## src/rtl/saph_plr_hs.sv

```systemverilog
`default_nettype none
// ============================================================================
// Module      : saph_plr_hs
// Description : Elastic valid/ready pipeline register chain with bubble
//               collapse and flush. Optional output skid register enabled
//               by defining SAPH_PLR_SKID_EN.
// Revision    : 1.0 - initial release
// ============================================================================
module saph_plr_hs #(
    parameter  int WIDTH   = 1,
    parameter  int LATENCY = 1,
    localparam int OCC_W   = $clog2(LATENCY + 2)
) (
    input  logic             clk,
    input  logic             rst,
    input  logic             flush,
    input  logic [WIDTH-1:0] d,
    input  logic             d_valid,
    output logic             d_ready,
    output logic [WIDTH-1:0] q,
    output logic             q_valid,
    input  logic             q_ready,
    output logic [OCC_W-1:0] occupancy
);

    generate
        if (LATENCY == 0) begin : g_pass
            logic w_unused;
            assign w_unused  = ^{clk, rst, flush};
            assign q         = d;
            assign q_valid   = d_valid;
            assign d_ready   = q_ready;
            assign occupancy = '0;
        end else begin : g_pipe
            logic [LATENCY-1:0] r_valid;
            logic [LATENCY-1:0] w_in_valid;
            logic [LATENCY-1:0] w_valid_nxt;
            logic [LATENCY:0]   w_rdy;
            logic [WIDTH-1:0]   r_data [LATENCY];
            logic [WIDTH-1:0]   w_din  [LATENCY];
            logic [OCC_W-1:0]   r_occ;
            logic [OCC_W-1:0]   w_occ_nxt;
            logic               w_rdy_end;
            logic               w_skid_cnt;

`ifdef SAPH_PLR_SKID_EN
            logic             r_skid_valid;
            logic [WIDTH-1:0] r_skid_data;
            logic             w_skid_valid_nxt;

            // Skid empty: last stage always leaves, either downstream or into the skid.
            assign w_rdy_end        = !r_skid_valid;
            assign w_skid_valid_nxt = r_skid_valid ? !q_ready
                                                   : (r_valid[LATENCY-1] && !q_ready);
            assign w_skid_cnt       = w_skid_valid_nxt;
            assign q       = r_skid_valid ? r_skid_data : r_data[LATENCY-1];
            assign q_valid = r_skid_valid || r_valid[LATENCY-1];

            always_ff @(posedge clk) begin
                if (rst) begin
                    r_skid_valid <= 1'b0;
                    r_skid_data  <= '0;
                end else if (flush) begin
                    r_skid_valid <= 1'b0;
                end else begin
                    r_skid_valid <= w_skid_valid_nxt;
                    if (!r_skid_valid && r_valid[LATENCY-1] && !q_ready) begin
                        r_skid_data <= r_data[LATENCY-1];
                    end
                end
            end
`else
            assign w_rdy_end  = q_ready;
            assign w_skid_cnt = 1'b0;
            assign q          = r_data[LATENCY-1];
            assign q_valid    = r_valid[LATENCY-1];
`endif

            always_comb begin
                w_rdy          = '0;
                w_rdy[LATENCY] = w_rdy_end;
                for (int k = LATENCY - 1; k >= 0; k--) begin
                    w_rdy[k] = !r_valid[k] || w_rdy[k+1];
                end
                w_in_valid    = '0;
                w_in_valid[0] = d_valid;
                w_din[0]      = d;
                for (int k = 1; k < LATENCY; k++) begin
                    w_in_valid[k] = r_valid[k-1];
                    w_din[k]      = r_data[k-1];
                end
                w_valid_nxt = '0;
                w_occ_nxt   = OCC_W'(w_skid_cnt);
                for (int k = 0; k < LATENCY; k++) begin
                    w_valid_nxt[k] = w_rdy[k] ? w_in_valid[k] : r_valid[k];
                    w_occ_nxt      = w_occ_nxt + OCC_W'(w_valid_nxt[k]);
                end
            end

            assign d_ready   = w_rdy[0] && !flush;
            assign occupancy = r_occ;

            always_ff @(posedge clk) begin
                if (rst) begin
                    r_valid <= '0;
                    r_occ   <= '0;
                    for (int k = 0; k < LATENCY; k++) begin
                        r_data[k] <= '0;
                    end
                end else if (flush) begin
                    r_valid <= '0;
                    r_occ   <= '0;
                end else begin
                    r_valid <= w_valid_nxt;
                    r_occ   <= w_occ_nxt;
                    for (int k = 0; k < LATENCY; k++) begin
                        if (w_rdy[k] && w_in_valid[k]) begin
                            r_data[k] <= w_din[k];
                        end
                    end
                end
            end
        end
    endgenerate

endmodule
`default_nettype wire

```

## config.mk

```make
export PLATFORM = sky130hd
export DESIGN_NAME = saph_plr_hs
export DESIGN_NICKNAME = d
export VERILOG_FILES = /design/src/rtl/saph_plr_hs.sv
export SDC_FILE = /design/constraint.sdc
export NUM_CORES = 1
export LEC_CHECK = 0
export ABC_AREA = 1
export BUFFER_PORTS_ARGS = -buffer_cell sky130_fd_sc_hd__buf_2
export CAP_MARGIN = 5
export CORE_AREA = 2 2 39 41
export DETAILED_ROUTE_END_ITERATION = 10
export DIE_AREA = 0 0 41 43
export GPL_TIMING_DRIVEN = 0
export PLACE_DENSITY_LB_ADDON = 0.08
export SLEW_MARGIN = 25
export SYNTH_ARGS = -nofsm -noshare
export SYNTH_HDL_FRONTEND = slang
export SYNTH_SLANG_ARGS = --single-unit
```

## constraint.sdc

```tcl
create_clock -name clk -period 1.2 [get_ports clk]
set_input_delay 0.18 -clock clk [delete_from_list [all_inputs] [get_ports clk]]
set_output_delay 0.18 -clock clk [all_outputs]
set_load 0.01 [all_outputs]
```

==> run summary <==
The distinct cell type count of the synthesized netlist came out at 8. Across the run, the number of max-cap violations was 0. The worst clock skew came out at 0.00923 ns.

TritonCTS built the clock tree. The count of instances resized after the clock tree is built is 0. The hold violation total from the final report came out at 0. The via count normalized by instance count is 2.85. The number of setup buffers added after CTS is 0. The number of setup violations in the final report is 0. Adding up every negative setup slack in the final design gives 0 ns. The total global-route track usage came out at 4.32%.

Counting along the longest clock path gives a buffer depth of 2. The floorplan step set the die width to 41 um. The sequential cell area is 50.0 sq um.

The H-tree level count is 1. The floorplan step set the die height to 43 um. Setup repair after global routing left no endpoint under its margin.

Of the synthesized area, sequential elements account for 40.0%. The synthesized design contains 2 register bits. STA classifies the critical path startpoint as a register. The post-synthesis average cell area came out at 6.95 sq um. The areal power density over the cells came out at 1290 nW/um^2.

The peak supply drop is 174 uV. In this run, the number of DRC markers left after iteration 0 of detailed routing was 1. The clock transition at the registers of the reported paths came out at 0.03 ns.

The number of rows in the core area came out at 14. The area of the placeable core came out at 1380 sq um. The proportion of layout cells with a drive suffix above 1 came out at 51.6%.

The number of antenna violations at the first check in global routing came out at 0. The worst setup path is captured at an output port. The minimum clock period came out at 1.00 ns.

The largest net degree at the start of global routing came out at 5. The final hold slack is 0.234 ns. Of all nets on the critical path, the largest fanout is 4. The flow ran to the end, and the final reports show no timing, DRC or antenna violations. The floorplan die area is 1760 sq um. The number of inserted filler cells in the final layout came out at 167. The total via count after detailed routing came out at 134. The total count of max-transition violations in the final report was 0. Summing all multi-input logic gate instances after layout gives 45.0 sq um. The number of antenna diodes came out at 0.

Following the worst setup path forward leads to its endpoint at d_ready. The first-pass GRT wire length is 400 um. The latest clock arrival within the worst-skew pair is 0.23 ns.

In this run the tool buffered the top-level ports with 9 buffer cells. The clock sink total is 2. The path type of the worst setup path is register to output port. Summed over all cells, the static leakage comes to 0.125 nW. The min-delay analysis places its worst path in the category primary input to register. The capture instance of the worst register-to-register path is g_pipe.r_data[0]$_DFFE_PP_.

The routability-driven placement congestion ratio came out at 0.696. The worst register-to-register path has a depth of 3. The post-synthesis cell area is 125 sq um.

Setup slack on the worst reg-to-reg path comes out at 0.36 ns. The post-synthesis cell count came out at 18. The critical path starts at occupancy[0]$_SDFFE_PP0P_. For the worst setup path, the data arrival time is 0.82 ns. After detailed routing, the number of remaining DRC violations is 0. The number of global-route vias before repair came out at 106.

For this run, the top clock speed supported by timing is 999 MHz. The starting density of the core came out at 9.04%. The final non-filler cell total is 47.

The count of nets left with antenna violations once routing finished came out at 0. The average wire per cell in the routed design came out at 5.94 um. The total overflow reported by the global router is 0. The number of warnings printed during yosys synthesis is 0. The number of buffers inserted during clock tree synthesis is 3. The hold-fix buffer count after cts is 0. The root buffer cell chosen for the clock tree is sky130_fd_sc_hd__clkbuf_4. For the worst setup path, the data required time is 1.02 ns. The ratio of final minimum period to clock period came out at 83.4%. 11 I/O pins were placed. The synthesized net count came out at 24.

The routed wire length is 279 um. The number of cells after detailed placement is 43. The signed area change from the synthesized netlist to the final layout came out at 73.0%.

The number of detailed-routing iterations run before antenna repair is 2. The post-layout net count came out at 38. In this run the critical register-to-register path is launched from occupancy[0]$_SDFFE_PP0P_.
==> cell type report <==
| type | count | share of cell area [%] |
|---|---|---|
| flip-flops and latches | 2 | 23.1 |
| multi-input cells | 10 | 20.8 |
| repair buffers | 9 | 20.8 |
| clock buffers | 4 | 12.1 |
| well taps | 16 | 9.25 |
| plain buffers | 2 | 6.94 |
| inverters | 4 | 6.94 |
==> report_power, final <==
part / leakage (nW) / switching [mW] / internal (mW)
Sequential: 0.0190 / 0.00158 / 0.0759
Combinational: 0.0907 / 0.0197 / 0.0186
Clock: 0.0150 / 0.0404 / 0.124
Total: 0.125 / 0.0617 / 0.218
==> synthesized netlist by cell type <==
master	number	area share [%]
sky130_fd_sc_hd__nor2_2	2	10
sky130_fd_sc_hd__buf_4	2	12
sky130_fd_sc_hd__nand2_1	5	15
sky130_fd_sc_hd__a21oi_1	2	8.0
sky130_fd_sc_hd__conb_1	1	3.0
sky130_fd_sc_hd__dfxtp_1	1	16
sky130_fd_sc_hd__edfxtp_1	1	24
sky130_fd_sc_hd__inv_1	4	12
==> how the worst min path moves through the flow <==
stage	slack (ns)	from	endpoint	depth (start not counted)
global route	0.25	rst	occupancy[0]$_SDFFE_PP0P_	4
detailed placement	0.46	flush	occupancy[0]$_SDFFE_PP0P_	4
CTS	0.23	flush	occupancy[0]$_SDFFE_PP0P_	4
finish	0.23	rst	occupancy[0]$_SDFFE_PP0P_	4
global placement	0.46	rst	occupancy[0]$_SDFFE_PP0P_	4
floorplan	0.32	flush	occupancy[0]$_SDFFE_PP0P_	3
==> layer usage <==
layer / track usage (%) / routed length [um] / vias to the layer above
met5: 0 / 0 / -
met4: 8.00 / 0 / 0
met3: 3.14 / 26 / 0
met2: 4.06 / 144 / 5
met1: 3.86 / 108 / 54
li1: - / - / 75
==> per-stage QoR <==
step                setup slack [ns]  area, sq um  power [mW]  util, %
CTS                            0.192          216       0.287     15.6
floorplan                      0.342          125       0.100        -
detailed placement             0.345          190       0.117     13.7
finish                         0.199          216       0.280     15.6
global placement               0.341          190       0.117     13.7
global route                   0.167          216       0.301     15.6
==> critical path, stage by stage, from the launching register on <==
cell	delay [ns]
sky130_fd_sc_hd__dfxtp_1	0.32
sky130_fd_sc_hd__a21oi_1	0.14
sky130_fd_sc_hd__buf_2	0.14
==> flip-flops by register name, summed over array words and instances (netlist names) <==
name	flops
g_pipe.r_data	1
occupancy	1
==> layout by cell type (no fill, tap or decap) <==
cell and n:
sky130_fd_sc_hd__inv_1 4, sky130_fd_sc_hd__dfxtp_1 1, sky130_fd_sc_hd__clkbuf_4 3, sky130_fd_sc_hd__buf_4 2, sky130_fd_sc_hd__buf_2 9, sky130_fd_sc_hd__clkbuf_1 1
sky130_fd_sc_hd__conb_1 1, sky130_fd_sc_hd__edfxtp_1 1, sky130_fd_sc_hd__nand2_1 5, sky130_fd_sc_hd__nor2_2 2, sky130_fd_sc_hd__a21oi_1 2
==> cells by family (layout without fill, tap and decap cells) <==
family / count (synthesis) / count (layout) / synth area share (%)
flip-flops: 2 / 2 / 40.0
buffers and inverters: 6 / 19 / 24.0
other: 1 / 1 / 3.00
AND/OR/NAND/NOR: 7 / 7 / 25.0
AO/OA/AOI/OAI: 2 / 2 / 8.00
Power figures use the tool's default switching activity.
